### src/rtl/beam_scan_controller_if.sv
// rtl/beam_scan_controller_if.sv - control/sample/result bundle between top-level control and the scan controller
interface beam_scan_controller_if #(
    parameter int SAMPLE_W      = 16,
    parameter int DWELL_SAMPLES = 64
);
    localparam int ACC_W = SAMPLE_W + $clog2(DWELL_SAMPLES + 1);

    logic                       start_in;
    logic                       abort_in;
    logic                       continuous_in;
    logic                       manual_en_in;
    logic [7:0]                 manual_angle_in;
    logic                       sample_valid_in;
    logic signed [SAMPLE_W-1:0] beam_sample_in;
    logic [7:0]                 angle_out;
    logic                       angle_update_out;
    logic                       busy_out;
    logic [ACC_W-1:0]           energy_out;
    logic                       energy_valid_out;
    logic [7:0]                 best_angle_out;
    logic [ACC_W-1:0]           best_energy_out;
    logic                       sweep_done_out;

    modport master (
        output start_in, abort_in, continuous_in, manual_en_in, manual_angle_in,
               sample_valid_in, beam_sample_in,
        input  angle_out, angle_update_out, busy_out, energy_out, energy_valid_out,
               best_angle_out, best_energy_out, sweep_done_out
    );

    modport slave (
        input  start_in, abort_in, continuous_in, manual_en_in, manual_angle_in,
               sample_valid_in, beam_sample_in,
        output angle_out, angle_update_out, busy_out, energy_out, energy_valid_out,
               best_angle_out, best_energy_out, sweep_done_out
    );
endinterface

### src/rtl/beam_scan_controller.sv
// rtl/beam_scan_controller.sv - angle sweep sequencer measuring beam energy per angle and tracking the peak
module beam_scan_controller #(
    parameter int SAMPLE_W       = 16,
    parameter int ANGLE_MIN      = 0,
    parameter int ANGLE_MAX      = 180,
    parameter int ANGLE_STEP     = 5,
    parameter int SETTLE_SAMPLES = 8,
    parameter int DWELL_SAMPLES  = 64
) (
    input  logic                    clk_in,
    input  logic                    rst_n_in,
    beam_scan_controller_if.slave   bus
);
    localparam int ACC_W   = SAMPLE_W + $clog2(DWELL_SAMPLES + 1);
    localparam int CNT_MAX = (SETTLE_SAMPLES > DWELL_SAMPLES) ? SETTLE_SAMPLES : DWELL_SAMPLES;
    localparam int CNT_W   = $clog2(CNT_MAX + 1);

    typedef enum logic [2:0] {IDLE, SETTLE, DWELL, COMPARE, DONE} state_t;

    state_t              state;
    logic [CNT_W-1:0]    cnt;
    logic [ACC_W-1:0]    acc;
    logic [ACC_W-1:0]    run_energy;
    logic [7:0]          run_angle;
    logic                run_valid;
    logic [SAMPLE_W-1:0] mag;
    logic [7:0]          manual_clamped;
    logic [8:0]          next_angle;

    // Two's-complement negate of the most-negative value yields 2^(SAMPLE_W-1) when read unsigned.
    assign mag = bus.beam_sample_in[SAMPLE_W-1]
               ? ($unsigned(~bus.beam_sample_in) + SAMPLE_W'(1))
               : $unsigned(bus.beam_sample_in);
    assign manual_clamped = (bus.manual_angle_in > 8'd180) ? 8'd180 : bus.manual_angle_in;
    assign next_angle     = {1'b0, bus.angle_out} + 9'(ANGLE_STEP);

    always_ff @(posedge clk_in or negedge rst_n_in) begin
        if (!rst_n_in) begin
            state                <= IDLE;
            cnt                  <= '0;
            acc                  <= '0;
            run_energy           <= '0;
            run_angle            <= '0;
            run_valid            <= 1'b0;
            bus.angle_out        <= 8'd90;
            bus.angle_update_out <= 1'b0;
            bus.busy_out         <= 1'b0;
            bus.energy_out       <= '0;
            bus.energy_valid_out <= 1'b0;
            bus.best_angle_out   <= '0;
            bus.best_energy_out  <= '0;
            bus.sweep_done_out   <= 1'b0;
        end else begin
            bus.angle_update_out <= 1'b0;
            bus.energy_valid_out <= 1'b0;
            bus.sweep_done_out   <= 1'b0;
            if (state != IDLE && bus.abort_in) begin
                state        <= IDLE;
                bus.busy_out <= 1'b0;
            end else begin
                case (state)
                    IDLE: begin
                        if (bus.start_in) begin
                            state                <= SETTLE;
                            cnt                  <= '0;
                            run_valid            <= 1'b0;
                            run_energy           <= '0;
                            run_angle            <= '0;
                            bus.angle_out        <= 8'(ANGLE_MIN);
                            bus.angle_update_out <= 1'b1;
                            bus.busy_out         <= 1'b1;
                        end else if (bus.manual_en_in && manual_clamped != bus.angle_out) begin
                            bus.angle_out        <= manual_clamped;
                            bus.angle_update_out <= 1'b1;
                        end
                    end
                    SETTLE: begin
                        if (bus.sample_valid_in) begin
                            if (cnt == CNT_W'(SETTLE_SAMPLES - 1)) begin
                                cnt   <= '0;
                                acc   <= '0;
                                state <= DWELL;
                            end else begin
                                cnt <= cnt + 1'b1;
                            end
                        end
                    end
                    DWELL: begin
                        if (bus.sample_valid_in) begin
                            acc <= acc + ACC_W'(mag);
                            if (cnt == CNT_W'(DWELL_SAMPLES - 1)) begin
                                cnt   <= '0;
                                state <= COMPARE;
                            end else begin
                                cnt <= cnt + 1'b1;
                            end
                        end
                    end
                    COMPARE: begin
                        bus.energy_out       <= acc;
                        bus.energy_valid_out <= 1'b1;
                        // Strict compare keeps the earliest angle on ties.
                        if (!run_valid || acc > run_energy) begin
                            run_valid  <= 1'b1;
                            run_energy <= acc;
                            run_angle  <= bus.angle_out;
                        end
                        if (next_angle <= 9'(ANGLE_MAX)) begin
                            bus.angle_out        <= next_angle[7:0];
                            bus.angle_update_out <= 1'b1;
                            state                <= SETTLE;
                        end else begin
                            state <= DONE;
                        end
                    end
                    DONE: begin
                        bus.best_angle_out  <= run_angle;
                        bus.best_energy_out <= run_energy;
                        bus.sweep_done_out  <= 1'b1;
                        if (bus.continuous_in) begin
                            state                <= SETTLE;
                            cnt                  <= '0;
                            run_valid            <= 1'b0;
                            run_energy           <= '0;
                            run_angle            <= '0;
                            bus.angle_out        <= 8'(ANGLE_MIN);
                            bus.angle_update_out <= 1'b1;
                        end else begin
                            state        <= IDLE;
                            bus.busy_out <= 1'b0;
                        end
                    end
                    default: begin
                        state        <= IDLE;
                        bus.busy_out <= 1'b0;
                    end
                endcase
            end
        end
    end
endmodule

### src/flat_wrapper.sv
// flat-port wrapper written by rule: the top's interface ports become plain ports
module beam_scan_controller_flat 
#(
    parameter int SAMPLE_W       = 16,
    parameter int ANGLE_MIN      = 0,
    parameter int ANGLE_MAX      = 180,
    parameter int ANGLE_STEP     = 5,
    parameter int SETTLE_SAMPLES = 8,
    parameter int DWELL_SAMPLES  = 64
)
  (clk_in, rst_n_in, bus_start_in, bus_abort_in, bus_continuous_in, bus_manual_en_in, bus_manual_angle_in, bus_sample_valid_in, bus_beam_sample_in, bus_angle_out, bus_angle_update_out, bus_busy_out, bus_energy_out, bus_energy_valid_out, bus_best_angle_out, bus_best_energy_out, bus_sweep_done_out);
  beam_scan_controller_if #(.SAMPLE_W(SAMPLE_W), .DWELL_SAMPLES(DWELL_SAMPLES)) bus_i ();
  input  logic clk_in;
  input  logic rst_n_in;
  input wire logic [$bits(bus_i.start_in)-1:0] bus_start_in;
  input wire logic [$bits(bus_i.abort_in)-1:0] bus_abort_in;
  input wire logic [$bits(bus_i.continuous_in)-1:0] bus_continuous_in;
  input wire logic [$bits(bus_i.manual_en_in)-1:0] bus_manual_en_in;
  input wire logic [$bits(bus_i.manual_angle_in)-1:0] bus_manual_angle_in;
  input wire logic [$bits(bus_i.sample_valid_in)-1:0] bus_sample_valid_in;
  input wire logic [$bits(bus_i.beam_sample_in)-1:0] bus_beam_sample_in;
  output wire logic [$bits(bus_i.angle_out)-1:0] bus_angle_out;
  output wire logic [$bits(bus_i.angle_update_out)-1:0] bus_angle_update_out;
  output wire logic [$bits(bus_i.busy_out)-1:0] bus_busy_out;
  output wire logic [$bits(bus_i.energy_out)-1:0] bus_energy_out;
  output wire logic [$bits(bus_i.energy_valid_out)-1:0] bus_energy_valid_out;
  output wire logic [$bits(bus_i.best_angle_out)-1:0] bus_best_angle_out;
  output wire logic [$bits(bus_i.best_energy_out)-1:0] bus_best_energy_out;
  output wire logic [$bits(bus_i.sweep_done_out)-1:0] bus_sweep_done_out;
  assign bus_i.start_in = bus_start_in;
  assign bus_i.abort_in = bus_abort_in;
  assign bus_i.continuous_in = bus_continuous_in;
  assign bus_i.manual_en_in = bus_manual_en_in;
  assign bus_i.manual_angle_in = bus_manual_angle_in;
  assign bus_i.sample_valid_in = bus_sample_valid_in;
  assign bus_i.beam_sample_in = bus_beam_sample_in;
  assign bus_angle_out = bus_i.angle_out;
  assign bus_angle_update_out = bus_i.angle_update_out;
  assign bus_busy_out = bus_i.busy_out;
  assign bus_energy_out = bus_i.energy_out;
  assign bus_energy_valid_out = bus_i.energy_valid_out;
  assign bus_best_angle_out = bus_i.best_angle_out;
  assign bus_best_energy_out = bus_i.best_energy_out;
  assign bus_sweep_done_out = bus_i.sweep_done_out;
  beam_scan_controller #(.SAMPLE_W(SAMPLE_W), .ANGLE_MIN(ANGLE_MIN), .ANGLE_MAX(ANGLE_MAX), .ANGLE_STEP(ANGLE_STEP), .SETTLE_SAMPLES(SETTLE_SAMPLES), .DWELL_SAMPLES(DWELL_SAMPLES)) u_core (.clk_in(clk_in), .rst_n_in(rst_n_in), .bus(bus_i));
endmodule
### config.mk
export PLATFORM = sky130hd
export DESIGN_NAME = beam_scan_controller_flat
export DESIGN_NICKNAME = d
export VERILOG_FILES = /design/src/rtl/beam_scan_controller_if.sv /design/src/rtl/beam_scan_controller.sv /design/src/flat_wrapper.sv
export SDC_FILE = /design/constraint.sdc
export NUM_CORES = 1
export LEC_CHECK = 0
export CORE_MARGIN = 2
export CORE_UTILIZATION = 40
export DETAILED_ROUTE_END_ITERATION = 10
export GPL_TIMING_DRIVEN = 0
export SKIP_LAST_GASP = 1
export SYNTH_ARGS = -nofsm -noshare
export SYNTH_HDL_FRONTEND = slang
export SYNTH_SLANG_ARGS = --single-unit
### constraint.sdc
create_clock -name clk_in -period 5.4 [get_ports clk_in]
set_clock_uncertainty 0.1 [all_clocks]
set_input_delay 1.08 -clock clk_in [delete_from_list [all_inputs] [get_ports clk_in]]
set_output_delay 1.08 -clock clk_in [all_outputs]
set_load 0.02 [all_outputs]
# Yosys cells after proc, flatten, opt, wreduce, memory -nomap -nowiden

Cells that the tools add are included.

Output and inout bits: 66
Flip-flop bits (word level): 131
Bits of input ports: 31
Word-level logic and storage cells: 115

Equal/unequal tests: 22
Magnitude comparators: 3
Muxes and demuxes: 52
Reduce and logical (&&, ||, !) cells: 18
Bitwise logic cells: 2
Add/subtract/negate cells: 4

Operator list:

| cell                  | number |
|---|---|
| $mux 23               | 6 |
| $pmux 23 s3           | 1 |
| $mux 8                | 7 |
| $pmux 8 s3            | 2 |
| $pmux 23 s2           | 1 |
| $mux 7                | 6 |
| $pmux 7 s4            | 1 |
| $add 23x16->23        | 1 |
| $gt 23x23->1          | 1 |
| $mux 3                | 7 |
| $reduce_and 5->1      | 4 |
| $add 16x1->16 const B | 1 |
| $mux 1                | 16 |
| $mux 16               | 1 |
| $not 16->16           | 1 |
| $ne 3x2->1 const B    | 5 |
| $pmux 3 s5            | 1 |
| $add 8x3->9 const B   | 1 |
| $le 9x8->1 const B    | 1 |
| $pmux 1 s3            | 3 |
| $gt 8x8->1 const B    | 1 |
| $ne 2x1->1 const B    | 4 |
| $ne 2x2->1 const B    | 4 |
| $ne 8x8->1            | 1 |
| 19 further kinds      | 24 |

# Longest topological paths before layout

Gate-level depths: netlist of the first run.

Word-level depth: 8
Mapped depth: 14
Gate-level depth less buffers: 14

# Least setup slack after synthesis of the first run

No wires, ideal clock.

Path type: input -> register
Start point: input bus_beam_sample_in[3]
End point: register u_core.acc[22]
Data required time: 5.223 ns
Cell stages on the path: 13
Setup slack: 1.193 ns
Arrival time: 4.029 ns
Path buffers: 0
Setup time: 0.077 ns
Cells stage by stage: nor3_1 -> nand3_1 -> or3_1 -> or3_1 -> nand2_1 -> xnor2_1 -> ha_1 -> and4_1 -> and2_1 -> a211oi_1 -> o41a_1 -> or4_1 -> a21oi_1

Cells in the longest elaborated chain, start to end: 6

RTL lines:

| element                | line                       | source |
|---|---|---|
| start: declaration     | flat_wrapper.sv:21         | `input wire logic [$bits(bus_i.beam_sample_in)-1:0] bus_beam_sample_in;` |
| $not 16->16            | beam_scan_controller.sv:32 | `? ($unsigned(~bus.beam_sample_in) + SAMPLE_W'(1))` |
| $add 16x1->16          | beam_scan_controller.sv:32 |  |
| $mux 16 (*)            | beam_scan_controller.sv:32 |  |
| $add 23x16->23 (*)     | beam_scan_controller.sv:90 | `acc <= acc + ACC_W'(mag);` |
| $mux 23 (*)            | beam_scan_controller.sv:89 | `if (bus.sample_valid_in) begin` |
| $pmux 23 s2 (*)        | beam_scan_controller.sv:61 | `case (state)` |
| end signal: assignment | beam_scan_controller.sv:90 |  |
| end: declaration       | beam_scan_controller.sv:22 | `logic [ACC_W-1:0] acc;` |

Every way passes the cells marked *; elsewhere a longest branch is shown, timed or not. The select of a mux whose other input is x is not followed.
A chain may end at the register's enable or synchronous reset.

# Worst setup path after layout of the first run

Ends and elaborated chain as after synthesis.

==> reports/summary.md, run 1 <==
• **WL final** 18.7 mm
• **cell at the slowest stage of the critical path** o41a_1
• **proportion of total power due to net switching** 35.5%
• **number of design-rule violations left by the first detailed-router iteration** 329
• **reg-to-reg critical path startpoint** u_core.acc[1]$_DFFE_PN0P_
• **clock slew at reported path FFs** 60 ps
• **clock tree from TritonCTS** yes
• **fraction of final layout cells sized beyond drive strength 1** 12.9%
• **most frequent standard cell in the layout excluding fill and tap cells** dfrtp_1
• **weighted congestion at the end of routability-driven global placement** 0.842
• **Synthesis Warnings** 0
• **global-route wire length before repair** 30.8 mm
• **Most Frequent Cell on Critical Path** or3_1
• **relative contribution of sequential cells to total power** 32.1%
• **DRC violations left** 0
• **post-synth top area share** 41.2%
• **endpoint arrival time on the critical path** 4850 ps
• **clock sink total** 131
• **highest net fanout along the worst path** 8
• **top_reg_cell synth** dfrtp_1
• **mean number of vias per cell** 5.32
• **number of pins exceeding their max-slew limit in the final report** 0
• **slew at the pin closest to its max-slew limit** 949 ps
• **Worst slew margin** 36.3%
• **RSZ-0062 raised after global routing** no
• **Syn-to-layout area delta** 25.1%
• **syn nets** 849
• **top-level port count** 97
• **leading cell types in the layout, fill and taps excluded** dfrtp_1, clkdlybuf4s50_1, nand2_1
• **post-synthesis instance area** 0.00771 mm^2
• **Detail Placement HPWL** 13.9 mm
• **type of destination of the critical path** register
• **width of the die** 143 um
• **top cells by area in the synthesized netlist** dfrtp_1, mux2_2, ha_1
• **hold-critical path depth** 1
• **cell chosen for the clock root** clkbuf_16
• **sequence of cells on the critical path** clkdlybuf4s50_1 -> nor3_1 -> nand3_1 -> or3_1 -> or3_1 -> nand2_1 -> xnor2_1 -> ha_1 -> and4_1 -> and2_1 -> a211oi_1 -> o41a_1 -> or4_1 -> a21oi_1
• **fraction of power consumed by combinational cells** 37.4%
• **setup violators final** 0
• **sequential fraction of the synthesis area** 42.6%
• **Final Cycle Share** 85.2%
• **Nets** 962
• **quantity of I/O buffers inserted on ports** 93
• **count of unique library cells instantiated by Yosys** 74
• **LEAKAGE** 4.11 nW
• **VDD IR-drop max** 0.221 mV
• **cell row count** 50
• **classification of the worst-slack hold path** register to register
• **cell taking the most area after synthesis** dfrtp_1
• **overall fraction of global-route tracks in use** 19.2%
• **cts repair resizes** 0
• **average wire length per cell after detail routing** 16.2 um
• **P_int** 2.71 mW
• **total power after layout** 4.19 mW
• **FF-to-FF End** u_core.acc[21]$_DFFE_PN0P_
• **clock tree buffer depth** 2
• **die height** 143 um
• **synthesized netlist cell count** 773
• **core area** 0.0188 mm^2
• **end point of the most critical hold path** u_core.bus.best_energy_out[10]$_DFFE_PN0P_
• **cts hold-fix bufs** 0
• **Diodes inserted** 0
• **source-to-sink clock delay at the later pin of the worst-skew pair** 430 ps
• **fraction of registers with async set or reset after synthesis** 100%
• **Critical Path Source Type** primary input
• **total of flip-flops plus latches after synthesis** 131
• **Placed Cells incl. Taps** 1127
• **CTS buffer count** 17
• **via count of the first global-routing pass** 5809
• **CTS H-tree lvls** 4
• **Final Hold Viols** 0
• **post-route core utilization** 51.2%
• **required time worst endpoint** 5650 ps
• **r2r setup slk** 2430 ps
• **switching power** 1.49 mW
• **initial antenna violation count** 0
• **part of the power in the clock network** 30.5%
• **Detailed Routing Iterations Pass 1** 5
• **initial standard-cell utilization of the core** 41.0%
• **setup repair bufs after CTS** 0
• **R2R cell count** 8
• **Avg Synthesized Cell Area** 9.98 um^2
• **peak per-stage delay on the critical path** 540 ps
• **Via Count** 6162
• **Total Die Area** 0.0204 mm^2
• **number of enable-type register cells in the synthesized netlist** 0
• **maximum capacitance violations** 0
• **worst slack on hold paths** 403 ps
• **run status** complete, no violations
• **minimum clock period after layout** 4600 ps
• **total overflow reported by the global router** 0
• **Hold Startpoint** u_core.bus.best_energy_out[10]$_DFFE_PN0P_
• **post-route ant nets** 0
• **power density of the placed cells** 435 mW/mm^2
• **maximum clock frequency** 217 MHz
• **kind of critical path** primary input to register
• **maximum number of pins on one net before global-route repair** 80
• **final instance count without filler cells** 1158
• **fillcell total** 1753
metrics by stage:
step | setup TNS, ps | area (um^2) | setup slack, ps
6_report | 0 | 9640 | 797
5_1_grt | 0 | 9640 | 588
4_1_cts | 0 | 9640 | 788
3_5_place_dp | 0 | 9000 | 360
3_3_place_gp | -280940 | 8970 | -2210
2_1_floorplan | 0 | 7710 | 1190
registers in the layout, summed over array words and instances, names as in the netlist, 3 cells and up:
register / cells
u_core.acc: 23
u_core.bus.angle_out: 8
u_core.bus.best_angle_out: 8
u_core.bus.best_energy_out: 23
u_core.bus.energy_out: 23
u_core.cnt: 7
u_core.run_angle: 8
u_core.run_energy: 23
u_core.state: 3
per-layer routing:
metal | vias up | part of all wire (%) | global-route usage (%)
li1 | 3081 | - | -
met1 | 2930 | 51 | 27.9
met2 | 133 | 45 | 29.6
met3 | 18 | 3.2 | 3.15
met4 | 0 | 1.4 | 5.68
met5 | - | 0 | 0
area by class of cell:
class	instances	area, um^2	share of cell area (%)
well taps	260	325	3.37
inverters	50	188	1.95
flip-flops and latches	131	3280	34.0
multi-input cells	558	4090	42.4
repair buffers	94	960	9.95
clock inverters	12	204	2.11
plain buffers	34	154	1.60
clock buffers	19	443	4.59
worst max path at each step:
stage,cells after the start,from,endpoint
after floorplan,13,bus_beam_sample_in[3],u_core.acc[22]$_DFFE_PN0P_
after CTS,14,bus_beam_sample_in[3],u_core.acc[22]$_DFFE_PN0P_
after global placement,1,rst_n_in,u_core.bus.energy_out[4]$_DFFE_PN0P_
after global routing,14,bus_beam_sample_in[3],u_core.acc[21]$_DFFE_PN0P_
after detailed placement,14,bus_beam_sample_in[3],u_core.acc[22]$_DFFE_PN0P_
final,14,bus_beam_sample_in[3],u_core.acc[22]$_DFFE_PN0P_
cells by family (layout without fill, tap and decap cells):
| kind of cell | Yosys count | in the layout | synth area share, % |
|---|---|---|---|
| XOR/XNOR | 27 | 27 | 3.07 |
| AO/OA/AOI/OAI | 230 | 230 | 20.9 |
| AND/OR/NAND/NOR | 197 | 197 | 13.1 |
| flip-flops | 131 | 131 | 42.6 |
| multiplexers | 59 | 59 | 8.55 |
| adder cells (fa/ha/maj) | 45 | 45 | 7.40 |
| buffers and inverters | 84 | 209 | 4.43 |
worst max-delay path: cells and delay by family:
family	cells	cell delay (ps)
AND/OR/NAND/NOR	8	2110
AO/OA/AOI/OAI	3	770
buffers and inverters	1	460
adder cells (fa/ha/maj)	1	350
XOR/XNOR	1	80
cell usage after synthesis (13+ instances only):
cell type / instances
o211ai_1: 29
nand2_1: 70
xnor2_1: 23
dfrtp_1: 127
a21oi_1: 35
clkbuf_1: 24
mux2_2: 55
a21o_1: 19
o21ai_0: 51
inv_1: 50
nor2_1: 27
nor3_1: 13
ha_1: 44
power groups by stage:
stage | Combinational, mW | Clock, mW | Sequential [mW]
6_report | 1.57 | 1.28 | 1.35
3_5_place_dp | 1.57 | 0 | 1.36
3_3_place_gp | 1.56 | 0 | 1.36
4_1_cts | 1.58 | 1.30 | 1.35
5_1_grt | 1.74 | 1.35 | 1.38
2_1_floorplan | 1.02 | 0 | 1.39
No activity file was read; power rests on OpenSTA's default activity.
==> inputs of run 2 (changes only) <==
CTS_CLUSTER_DIAMETER = 50   (was unset)
==> results of run 2 <==
Same layout as run 1: the final DEF is identical, and so are final timing and power.
==> inputs of run 3 (changes only) <==
SKIP_CTS_REPAIR_TIMING = 1   (was unset)
==> results of run 3 <==
Same layout as run 1: the final DEF is identical, and so are final timing and power.
